**src/rtl/zuss_lsu_ctrl.sv**
```systemverilog
// Load/store unit controller: one outstanding RV32I access against a synchronous-read
// data memory, with byte-lane write enables and sign/zero-extended load return.
module zuss_lsu_ctrl (
    input  logic        clk,
    input  logic        rst,
    input  logic        req_valid,
    output logic        req_ready,
    input  logic        req_we,
    input  logic [2:0]  req_funct3,
    input  logic [31:0] req_addr,
    input  logic [31:0] req_wdata,
    output logic        resp_valid,
    input  logic        resp_ready,
    output logic [31:0] resp_rdata,
    output logic        resp_err,
    output logic [31:0] mem_addr,
    output logic [31:0] mem_data,
    output logic [3:0]  mem_we,
    input  logic [31:0] mem_out
);
    typedef enum logic [1:0] {IDLE, ISSUE, WAIT, RESP} state_t;

    state_t      state, state_nxt;
    logic        we_q;
    logic [2:0]  f3_q;
    logic [31:0] addr_q, wdata_q;
    logic        legal_f3, misal, err;
    logic [3:0]  store_we;
    logic [7:0]  ld_b;
    logic [15:0] ld_h;
    logic [31:0] ld_data;

    // Request decode, all from the captured registers.
    always_comb begin
        if (we_q) legal_f3 = (f3_q == 3'b000) || (f3_q == 3'b001) || (f3_q == 3'b010);
        else      legal_f3 = (f3_q == 3'b000) || (f3_q == 3'b001) || (f3_q == 3'b010) ||
                             (f3_q == 3'b100) || (f3_q == 3'b101);
        misal = ((f3_q[1:0] == 2'b01) && addr_q[0]) ||
                ((f3_q[1:0] == 2'b10) && (addr_q[1:0] != 2'b00));
        err   = !legal_f3 || misal;
    end

    always_comb begin
        case (f3_q[1:0])
            2'b00:   begin store_we = 4'b0001 << addr_q[1:0]; mem_data = {4{wdata_q[7:0]}};  end
            2'b01:   begin store_we = addr_q[1] ? 4'b1100 : 4'b0011; mem_data = {2{wdata_q[15:0]}}; end
            default: begin store_we = 4'b1111; mem_data = wdata_q; end
        endcase
    end

    always_comb begin
        ld_b = mem_out[{addr_q[1:0], 3'b000} +: 8];
        ld_h = mem_out[{addr_q[1], 4'b0000} +: 16];
        case (f3_q)
            3'b000:  ld_data = {{24{ld_b[7]}}, ld_b};
            3'b100:  ld_data = {24'h0, ld_b};
            3'b001:  ld_data = {{16{ld_h[15]}}, ld_h};
            3'b101:  ld_data = {16'h0, ld_h};
            default: ld_data = mem_out;
        endcase
    end

    assign mem_addr = addr_q;

    always_ff @(posedge clk or posedge rst) begin
        if (rst) state <= IDLE;
        else     state <= state_nxt;
    end

    always_comb begin
        state_nxt = state;
        case (state)
            IDLE:    if (req_valid) state_nxt = ISSUE;
            ISSUE:   state_nxt = (err || we_q) ? RESP : WAIT;
            WAIT:    state_nxt = RESP;
            RESP:    if (resp_ready) state_nxt = IDLE;
            default: state_nxt = IDLE;
        endcase
    end

    // mem_we is gated by rst directly so a write cannot slip out before state clears.
    always_comb begin
        req_ready  = (state == IDLE);
        resp_valid = (state == RESP);
        mem_we     = 4'b0000;
        if (state == ISSUE && !rst && we_q && !err) mem_we = store_we;
    end

    always_ff @(posedge clk or posedge rst) begin
        if (rst) begin
            we_q       <= 1'b0;
            f3_q       <= 3'b000;
            addr_q     <= 32'h0;
            wdata_q    <= 32'h0;
            resp_rdata <= 32'h0;
            resp_err   <= 1'b0;
        end else begin
            case (state)
                IDLE: if (req_valid) begin
                    we_q    <= req_we;
                    f3_q    <= req_funct3;
                    addr_q  <= req_addr;
                    wdata_q <= req_wdata;
                end
                ISSUE: begin
                    resp_err   <= err;
                    resp_rdata <= 32'h0;
                end
                WAIT: begin
                    resp_err   <= 1'b0;
                    resp_rdata <= ld_data;
                end
                default: ;
            endcase
        end
    end
endmodule

```
**config.mk**
```make
export PLATFORM = sky130hd
export DESIGN_NAME = zuss_lsu_ctrl
export DESIGN_NICKNAME = d
export VERILOG_FILES = /design/src/rtl/zuss_lsu_ctrl.sv
export SDC_FILE = /design/constraint.sdc
export NUM_CORES = 1
export LEC_CHECK = 0
export ABC_AREA = 0
export BUFFER_PORTS_ARGS = -buffer_cell sky130_fd_sc_hd__buf_2
export CAP_MARGIN = 10
export CELL_PAD_IN_SITES_DETAIL_PLACEMENT = 1
export CELL_PAD_IN_SITES_GLOBAL_PLACEMENT = 1
export CORE_UTILIZATION = 34
export CTS_BUF_LIST = sky130_fd_sc_hd__clkbuf_8
export DETAILED_ROUTE_END_ITERATION = 7
export HOLD_SLACK_MARGIN = 0.15
export PLACE_DENSITY_LB_ADDON = 0.3
export SLEW_MARGIN = 30
export SYNTH_ARGS = -nofsm -noshare
export SYNTH_HDL_FRONTEND = slang
export SYNTH_SLANG_ARGS = --single-unit
```
**constraint.sdc**
```tcl
create_clock -name clk -period 3.1 [get_ports clk]
set_input_delay 0.62 -clock clk [delete_from_list [all_inputs] [get_ports clk]]
set_output_delay 0.62 -clock clk [all_outputs]
set_load 0.01 [all_outputs]
```
==> metrics, run 1 <==
total congestion overflow after global routing=0; worst path buffer plus inverter count=4; fin nets=736; Crit path required time=2.48 ns; share of synthesized registers carrying an async set or reset=1.00; maximum clock skew at final layout=0.00952 ns; via count of the first global-routing pass=4112; Worst Setup Path Type=register to output port; IO Port Bufs=206; Synth Warn #=0; CTS H-Tree Depth=3; WL per Instance=17.1 um; worst path arrival time=2.07 ns; final cycle utilization of the critical path=0.869; DRC violation count after routing=0; horizontal extent of the die=124 um; number of enable-type register cells in the synthesized netlist=0; count of pins over their slew limit=0; Setup Buffers After CTS=0; endpoints failing setup=0; synthesized area per cell=11.6 um^2; peak ir drop on the vdd network=0.499 mV; delay of the slowest cell on the worst path=0.41 ns; placer congestion estimate=0.752; Core Rows=44; static leakage power=3.11 nW; fmax=371 MHz; ys flop type=dfrtp_1; via-per-instance ratio=4.93; number of top-level pins=207; clock slew seen by the registers of the worst setup and hold paths=0.10 ns; number of nets with antenna violations after routing=0; number of buffers inserted by hold repair at cts=0; Syn-to-layout area delta=26.3%; DP HPWL=10.4 mm; outcome=completed; kind of cell with the highest combined delay on the critical path=buffers and inverters; min cycle time layout=2.69 ns; actual slew at the worst max-slew pin=0.819 ns; total iterations of the first detailed-routing run=4; Critical Path, Cell by Cell=buf_4, clkinv_1, buf_4, o211ai_1, nor2_1, buf_2; Reg area=0.00258 mm^2; unrepaired setup endpoints after global routing=false; filler cell count in the final layout=1680; post-CTS resize count=0; max cap viols=0; Power per Cell Area=1050 mW/mm^2; Cell variety after synth=43; die span in y=124 um; maximum number of pins on one net before global-route repair=51; TritonCTS clock tree=done; Hold Fails Final Rpt=0; post-synthesis cell count=433; TNS Setup=0 ns; antenna violations before repair=2; synthesized area=0.00504 mm^2; Detailed Route Iter0 Violations=102; Crit path top cell by count=buf_4; Worst path slowest cell=buf_4; number of register bits inferred by synthesis=103; Clk Latency, worst-skew pair=0.38 ns; hold crit path type=primary input to async pin; net count after synthesis=541; Num CTS Buffers=9; via count=4035; overall routed net length=14.0 mm; Sink Count=103; element type at the critical path start=register; initial core utilization=0.348; area of the die=0.0153 mm^2; global-route wire length before repair=21.4 mm; maximum number of buffers from clock root to sink=2; endpoint type of the worst setup path=output port; Worst slew margin=0.453; Total GRT Usage=0.185; final hold slack=0.395 ns; layout cell share with drive strength beyond 1=0.536; CTS root buf=clkbuf_8; multi-input gate area in the final layout=0.00209 mm^2; largest fanout on the critical path=41; sequential fraction of the synthesis area=0.511; area of the core=0.0145 mm^2
==> per-layer routing <==
layer  up-vias  global-route usage  wire, um
li1       1896                   -         -
met1      1985               0.226      5760
met2       133               0.305      6890
met3        21              0.0499      1040
met4         0              0.0791       342
met5         -                   0         0
==> power by group <==
| group | switching [W] | total, W | internal, W |
|---|---|---|---|
| clock network | 0.000473 | 0.000784 | 0.000312 |
| logic | 0.00192 | 0.00357 | 0.00165 |
| registers | 0.000380 | 0.00231 | 0.00193 |
| total | 0.00277 | 0.00666 | 0.00389 |
==> sequential cells by signal, indices dropped and copies added, names as in the netlist <==
| name | count |
|---|---|
| we_q | 1 |
| resp_err | 1 |
| mem_addr | 32 |
| wdata_q | 32 |
| resp_rdata | 32 |
| state | 2 |
| f3_q | 3 |
==> final cells by class <==
cell class	count	area share
clock inverter	6	0.00609
antenna	2	0.000786
multi-input combinational	257	0.329
sequential	103	0.405
tap	184	0.0362
timing repair buffer	218	0.178
inverter	39	0.0236
clock buffer	10	0.0216
==> cell families (layout without fill, tap and decap cells) <==
logic type / Yosys count / count (layout) / synth area share
flops: 103 / 103 / 0.511
buf+inv: 73 / 273 / 0.0742
compound gates: 86 / 86 / 0.120
fa+ha+maj: 4 / 4 / 0.00993
simple gates: 66 / 66 / 0.0620
mux: 101 / 101 / 0.223
other cells: 0 / 2 / 0
==> cell usage in the layout, fill, tap and decap left out, drive strengths merged, types with 2 or more instances in the layout <==
master / count
mux2i: 12
diode: 2
nor3: 6
o32ai: 5
dfrtp: 103
nand2: 16
ha: 4
a211o: 2
mux2: 89
nor2: 25
nand2b: 5
o22ai: 35
o21ai: 27
or2: 2
and2: 2
a21oi: 6
o211ai: 3
inv: 39
nor2b: 4
buf: 218
clkinv: 5
clkbuf: 10
==> final timing paths <==
check,to,startpoint,slack [ns],depth (start not counted)
min reg2reg,mem_addr[7]$_DFFE_PP0P_,mem_addr[7]$_DFFE_PP0P_,0.51,1
max in group asynchronous,resp_rdata[3]$_DFFE_PP0P_,rst,1.96,3
min in group clk,wdata_q[0]$_DFFE_PP0P_,req_wdata[0],0.46,2
max reg2reg,resp_rdata[7]$_DFFE_PP0P_,state[0]$_DFFE_PP0P_,1.01,6
max,mem_we[2],f3_q[1]$_DFFE_PP0P_,0.41,6
min,state[0]$_DFFE_PP0P_,rst,0.40,2
==> synth_stat cells (2+ instances only) <==
library cell,number,share of area
nor3_1,5,0.0050
a211o_1,2,0.0035
mux2i_1,12,0.024
o22ai_1,25,0.031
o22ai_2,10,0.025
mux2_2,89,0.20
a21oi_1,4,0.0040
dfrtp_1,103,0.51
buf_2,15,0.015
ha_1,4,0.0099
nor2_1,25,0.019
buf_4,11,0.016
and2_1,2,0.0025
o211ai_1,3,0.0045
clkbuf_8,2,0.0055
a21oi_2,2,0.0035
nand2b_1,5,0.0062
nor2b_1,4,0.0050
inv_1,38,0.028
o21ai_0,27,0.027
buf_6,2,0.0045
clkbuf_1,3,0.0022
o32ai_1,5,0.0087
nand2_1,16,0.012
==> metrics by stage <==
stage	area [um^2]	std cells	util	setup WS [ns]	power (W)
after floorplan	5050	433	-	1.25	0.00482
after global placement	6180	801	0.427	0.832	0.00581
after detailed placement	6180	801	0.427	0.809	0.00596
after CTS	6360	817	0.439	0.371	0.00677
after global routing	6360	818	0.440	0.249	0.00719
final	6370	819	0.440	0.405	0.00666
==> worst register-to-register path: cells and delay by family (launching register included) <==
| family | cells | cell delay (ns) |
|---|---|---|
| AOI/OAI and AO/OA | 3 | 0.56 |
| and+or+nand+nor | 1 | 0.51 |
| DFF | 1 | 0.43 |
| adders and majority gates | 1 | 0.42 |
| buffers and inverters | 1 | 0.11 |
No activity file was read; power rests on OpenSTA's default activity.
==> inputs of run 2 (changes only) <==
--- a/config.mk
+++ b/config.mk
@@ -6,10 +6,11 @@
 export NUM_CORES = 1
 export LEC_CHECK = 0
 export ABC_AREA = 0
-export BUFFER_PORTS_ARGS = -buffer_cell sky130_fd_sc_hd__buf_2
+export BUFFER_PORTS_ARGS = -buffer_cell sky130_fd_sc_hd__buf_4
 export CAP_MARGIN = 10
 export CELL_PAD_IN_SITES_DETAIL_PLACEMENT = 1
 export CELL_PAD_IN_SITES_GLOBAL_PLACEMENT = 1
+export CORE_ASPECT_RATIO = 2
 export CORE_UTILIZATION = 34
 export CTS_BUF_LIST = sky130_fd_sc_hd__clkbuf_8
 export DETAILED_ROUTE_END_ITERATION = 7
==> metrics, run 2 (synthesized netlist as in run 1, its figures left out) <==
TNS Setup=0 ns (unchanged); Detailed Route Iter0 Violations=91 (was 102); static leakage power=3.27 nW (was 3.11 nW); Worst path slowest cell=dfrtp_1 (was buf_4); global-route wire length before repair=23.9 mm (was 21.4 mm); placer congestion estimate=0.761 (was 0.752); min cycle time layout=2.68 ns (was 2.69 ns); overall routed net length=15.2 mm (was 14.0 mm); switching share of total power=0.408 (was 0.416); CTS H-Tree Depth=3 (unchanged); area of the core=0.0144 mm^2 (was 0.0145 mm^2); final cycle utilization of the critical path=0.864 (was 0.869); Hold Fails Final Rpt=0 (unchanged); Worst slew margin=0.560 (was 0.453); Crit path required time=2.48 ns (about the same); area of the die=0.0154 mm^2 (was 0.0153 mm^2); endpoint type of the worst setup path=output port (unchanged); actual slew at the worst max-slew pin=0.658 ns (was 0.819 ns); Critical Path, Cell by Cell=buf_4, nor2_1, a211o_1, nand4b_1, nor2_1, buf_4 (was buf_4, clkinv_1, buf_4, o211ai_1, nor2_1, buf_2); Num CTS Buffers=9 (unchanged); number of buffers inserted by hold repair at cts=0 (unchanged); non-filler cells in the finished layout=825 (was 819); Clk Latency, worst-skew pair=0.37 ns (was 0.38 ns); total congestion overflow after global routing=0 (unchanged); max cap viols=0 (unchanged); Total GRT Usage=0.205 (was 0.185); outcome=completed (unchanged); IO Port Bufs=206 (unchanged); R2R cell count=6 (unchanged); worst path arrival time=2.06 ns (was 2.07 ns); antenna violations before repair=0 (was 2); TritonCTS clock tree=done (unchanged); via count=4123 (was 4035); maximum number of buffers from clock root to sink=2 (unchanged); horizontal extent of the die=88.1 um (was 124 um); via count of the first global-routing pass=4702 (was 4112); element type at the critical path start=register (unchanged); Internal Dissipation=0.00428 W (was 0.00389 W); largest fanout on the critical path=15 (was 41); fin nets=736 (unchanged); Antenna diodes=0 (was 2); Core Rows=62 (was 44); Final Total Pwr=0.00723 W (was 0.00666 W); unrepaired setup endpoints after global routing=false (unchanged); total iterations of the first detailed-routing run=4 (unchanged); Setup Buffers After CTS=0 (unchanged); fmax=373 MHz (was 371 MHz); initial core utilization=0.349 (was 0.348); Power per Cell Area=1040 mW/mm^2 (was 1050 mW/mm^2); clock slew seen by the registers of the worst setup and hold paths=0.12 ns (was 0.10 ns); cell count after placement=809 (was 801); DP HPWL=12.0 mm (was 10.4 mm); Worst Setup Path Type=register to output port (unchanged); post-CTS resize count=0 (unchanged); endpoints failing setup=0 (unchanged); peak ir drop on the vdd network=0.569 mV (was 0.499 mV); WL per Instance=18.4 um (was 17.1 um); count of pins over their slew limit=0 (unchanged); most common cell after layout, fill and taps aside=buf_4 (was buf_2); CTS root buf=clkbuf_8 (unchanged); Sw Pwr=0.00295 W (was 0.00277 W); hold crit path type=primary input to async pin (unchanged); via-per-instance ratio=5.00 (was 4.93); layout cell share with drive strength beyond 1=0.539 (was 0.536); share of power burned in combinational logic=0.555 (was 0.536); maximum clock skew at final layout=0.00749 ns (was 0.00952 ns); number of top-level pins=207 (unchanged); Sink Count=103 (unchanged); DRC violation count after routing=0 (unchanged); most used cells in the layout excluding fill and tap cells=215 x buf_4, 103 x dfrtp_1, 89 x mux2_2 (was 206 x buf_2, 103 x dfrtp_1, 89 x mux2_2); delay of the slowest cell on the worst path=0.67 ns (was 0.41 ns); die span in y=174 um (was 124 um); Syn-to-layout area delta=37.4% (was 26.3%); number of nets with antenna violations after routing=0 (unchanged); maximum number of pins on one net before global-route repair=69 (was 51); sequential share of power=0.329 (was 0.346); share of power burned in the clock network=0.116 (was 0.118)
[run 2: cell types whose count changed in the layout (fill, tap and decap cells not counted), sizes merged]
cell    before  now
diode        2    0
inv         39   40
clkbuf      10    9
[run 2: critical path, delay by kind of cell, from the launching register on]
family | cells | cell delay (ns)
simple gates | 3 | 0.26
flops | 1 | 0.67
buf+inv | 2 | 0.47
compound gates | 1 | 0.29
[run 2: final timing paths]
kind	startpoint	end	slack (ns)
worst max-delay path	f3_q[0]$_DFFE_PP0P_	mem_we[3]	0.42
worst min-delay path	rst	mem_addr[2]$_DFFE_PP0P_	0.33
worst max register to register	state[0]$_DFFE_PP0P_	resp_rdata[7]$_DFFE_PP0P_	0.86
worst min register to register	wdata_q[18]$_DFFE_PP0P_	wdata_q[18]$_DFFE_PP0P_	0.52
max in group asynchronous	rst	resp_rdata[8]$_DFFE_PP0P_	2.35
min in group clk	req_addr[14]	mem_addr[14]$_DFFE_PP0P_	0.47
[run 2: cell type report]
| class | count | area [um^2] |
|---|---|---|
| Tap cell | 192 | 240 |
| Fill cell | 1644 | 7500 |
| Sequential cell | 103 | 2580 |
| Timing Repair Buffer | 218 | 1670 |
| Inverter | 39 | 150 |
| Multi-Input combinational cell | 257 | 2090 |
| Clock inverter | 7 | 67.6 |
| Clock buffer | 9 | 124 |
[run 2: power by group through the flow]
stage	Sequential, W	Clock (W)	Combinational (W)
floorplan	0.00240	0	0.00242
global placement	0.00237	0	0.00393
detailed placement	0.00242	0	0.00406
CTS	0.00239	0.000871	0.00408
global route	0.00247	0.000909	0.00433
finish	0.00238	0.000841	0.00402
[run 2: stage by stage]
stage	setup slack [ns]	cell area (um^2)	hold WS, ns	util
4_1_cts	0.378	6930	0.354	0.480
2_1_floorplan	1.25	5050	0.474	-
3_5_place_dp	0.802	6740	0.489	0.467
5_1_grt	0.298	6930	0.371	0.480
3_3_place_gp	0.822	6740	0.482	0.467
6_report	0.421	6930	0.333	0.480
[run 2: layer usage]
layer  track usage  share of wire  vias up
li1              -              -     1895
met1         0.195           0.32     2043
met2         0.403           0.59      155
met3        0.0442          0.055       30
met4        0.0806          0.032        0
met5             0              0        -
==> inputs of run 3 (changes only) <==
--- a/config.mk
+++ b/config.mk
@@ -11,7 +11,7 @@
 export CELL_PAD_IN_SITES_DETAIL_PLACEMENT = 1
 export CELL_PAD_IN_SITES_GLOBAL_PLACEMENT = 1
 export CORE_ASPECT_RATIO = 2
-export CORE_UTILIZATION = 34
+export CORE_UTILIZATION = 41
 export CTS_BUF_LIST = sky130_fd_sc_hd__clkbuf_8
 export DETAILED_ROUTE_END_ITERATION = 7
 export HOLD_SLACK_MARGIN = 0.15
==> constraint.sdc (replaced) <==
create_clock -name clk -period 3.5 [get_ports clk]
set_input_delay 0.7 -clock clk [delete_from_list [all_inputs] [get_ports clk]]
set_output_delay 0.7 -clock clk [all_outputs]
set_load 0.01 [all_outputs]
==> metrics, run 3 (synthesized netlist as in run 1, its figures left out) <==
Crit path required time=2.80 ns (was 2.48 ns); Setup Buffers After CTS=0 (unchanged); Worst slew margin=0.390 (was 0.560); antenna violations before repair=0 (unchanged); max cap viols=0 (unchanged); Final Total Pwr=0.00628 W (was 0.00723 W); DRC violation count after routing=0 (unchanged); IO Port Bufs=206 (unchanged); post-CTS resize count=0 (unchanged); worst path arrival time=2.08 ns (was 2.06 ns); total iterations of the first detailed-routing run=4 (unchanged); number of nets with antenna violations after routing=0 (unchanged); overall routed net length=14.2 mm (was 15.2 mm); total congestion overflow after global routing=0 (unchanged); die span in y=159 um (was 174 um); most common cell after layout, fill and taps aside=buf_4 (unchanged); Sink Count=103 (unchanged); Worst Setup Path Type=register to output port (unchanged); via count of the first global-routing pass=4576 (was 4702); fin nets=731 (was 736); TritonCTS clock tree=done (unchanged); maximum number of pins on one net before global-route repair=66 (was 69); number of buffers inserted by hold repair at cts=0 (unchanged); filler cell count in the final layout=1331 (was 1644); hold crit path type=primary input to async pin (unchanged); met3 Resource Use GR=0.0489 (was 0.0442); Num CTS Buffers=9 (unchanged); Reg area=0.00258 mm^2 (unchanged); worst reg2reg path startpoint=state[0]$_DFFE_PP0P_ (unchanged); TNS Setup=0 ns (unchanged); DP HPWL=10.9 mm (was 12.0 mm); peak ir drop on the vdd network=0.493 mV (was 0.569 mV); count of pins over their slew limit=0 (unchanged); startpoint of the most critical setup path=mem_addr[1]$_DFFE_PP0P_ (was f3_q[0]$_DFFE_PP0P_); WL per Instance=18.4 um (about the same); most used cells in the layout excluding fill and tap cells=212 x buf_4, 103 x dfrtp_1, 89 x mux2_2 (was 215 x buf_4, 103 x dfrtp_1, 89 x mux2_2); fmax=359 MHz; largest fanout on the critical path=22 (was 15); Core Rows=57 (was 62); GRT met1 Usage=0.226 (was 0.195); maximum clock skew at final layout=0.0147 ns (was 0.00749 ns); min cycle time layout=2.78 ns; layout cell share with drive strength beyond 1=0.535 (was 0.539); area of the core=0.0121 mm^2 (was 0.0144 mm^2); initial core utilization=0.418 (was 0.349); Clk Latency, worst-skew pair=0.37 ns (about the same); endpoints failing setup=0 (unchanged); Syn-to-layout area delta=34.7% (was 37.4%); element type at the critical path start=register (unchanged); met2 track demand over resource in global routing=0.437 (was 0.403); maximum number of buffers from clock root to sink=2 (unchanged); Detailed Route Iter0 Violations=112 (was 91); register-to-register setup slack=1.09 ns (was 0.86 ns); horizontal extent of the die=80.4 um (was 88.1 um); global-route wire length before repair=22.5 mm (was 23.9 mm); Power per Cell Area=925 mW/mm^2 (was 1040 mW/mm^2); via count=4077 (was 4123); busiest grt layer=met2 (unchanged); final cycle utilization of the critical path=0.795; Antenna diodes=0 (unchanged); static leakage power=3.23 nW (was 3.27 nW); multi-input gate area in the final layout=0.00209 mm^2 (unchanged); Hold Fails Final Rpt=0 (unchanged); via-per-instance ratio=5.26 (was 5.00); placer congestion estimate=0.786 (was 0.761); endpoint type of the worst setup path=output port (unchanged); outcome=completed (unchanged); number of top-level pins=207 (unchanged); unrepaired setup endpoints after global routing=false (unchanged); actual slew at the worst max-slew pin=0.914 ns (was 0.658 ns); final core utilization=0.564 (was 0.480); area of the die=0.0128 mm^2 (was 0.0154 mm^2); CTS H-Tree Depth=3 (unchanged); CTS root buf=clkbuf_8 (unchanged); clock slew seen by the registers of the worst setup and hold paths=0.11 ns (was 0.12 ns); Total GRT Usage=0.232 (was 0.205)
-- run 3: where the power goes --
group	switching (W)	internal (W)	total (W)	leakage (nW)
clock	0.000447	0.000268	0.000716	0.0919
combinational	0.00167	0.00177	0.00343	1.87
sequential	0.000430	0.00170	0.00213	1.27
-- run 3: worst paths after layout --
kind                                                    to  cells after the start
worst max register to register  resp_rdata[30]$_DFFE_PP0P_                      7
worst min-delay path               mem_addr[0]$_DFFE_PP0P_                      2
worst max-delay path                             mem_we[3]                      5
min in group clk                   wdata_q[20]$_DFFE_PP0P_                      1
worst min register to register     wdata_q[20]$_DFFE_PP0P_                      1
max in group asynchronous         mem_addr[27]$_DFFE_PP0P_                      3
-- run 3: worst max-delay path, cell delays in order, from the launching register on --
cell and delay [ns]:
dfrtp_1 0.86, nor2_1 0.18, a211o_1 0.33, nand4b_1 0.13, nor2_1 0.06, buf_4 0.15
-- run 3: layer usage --
layer  up-vias  wire [um]
met1      2008       4790
li1       1883          -
met5         -          0
met2       154       8070
met3        32        905
met4         0        459
-- run 3: area by class of cell --
cell class / instances / share of cell area
Clock buffer: 9 / 0.0182
Clock inverter: 7 / 0.00810
Inverter: 39 / 0.0219
Multi-Input combinational cell: 257 / 0.308
Sequential cell: 103 / 0.379
Tap cell: 147 / 0.0271
Timing Repair Buffer: 213 / 0.237
-- run 3: metrics by stage --
| step | setup slack, ns | hold WS (ns) | cell area [um^2] | std cells |
|---|---|---|---|---|
| finish | 0.718 | 0.418 | 6790 | 775 |
| global route | 0.582 | 0.470 | 6790 | 775 |
| CTS | 0.705 | 0.421 | 6790 | 775 |
| detailed placement | 1.07 | 0.492 | 6620 | 759 |
| global placement | 1.17 | 0.482 | 6620 | 759 |
| floorplan | 0.0962 | 0.474 | 5040 | 433 |
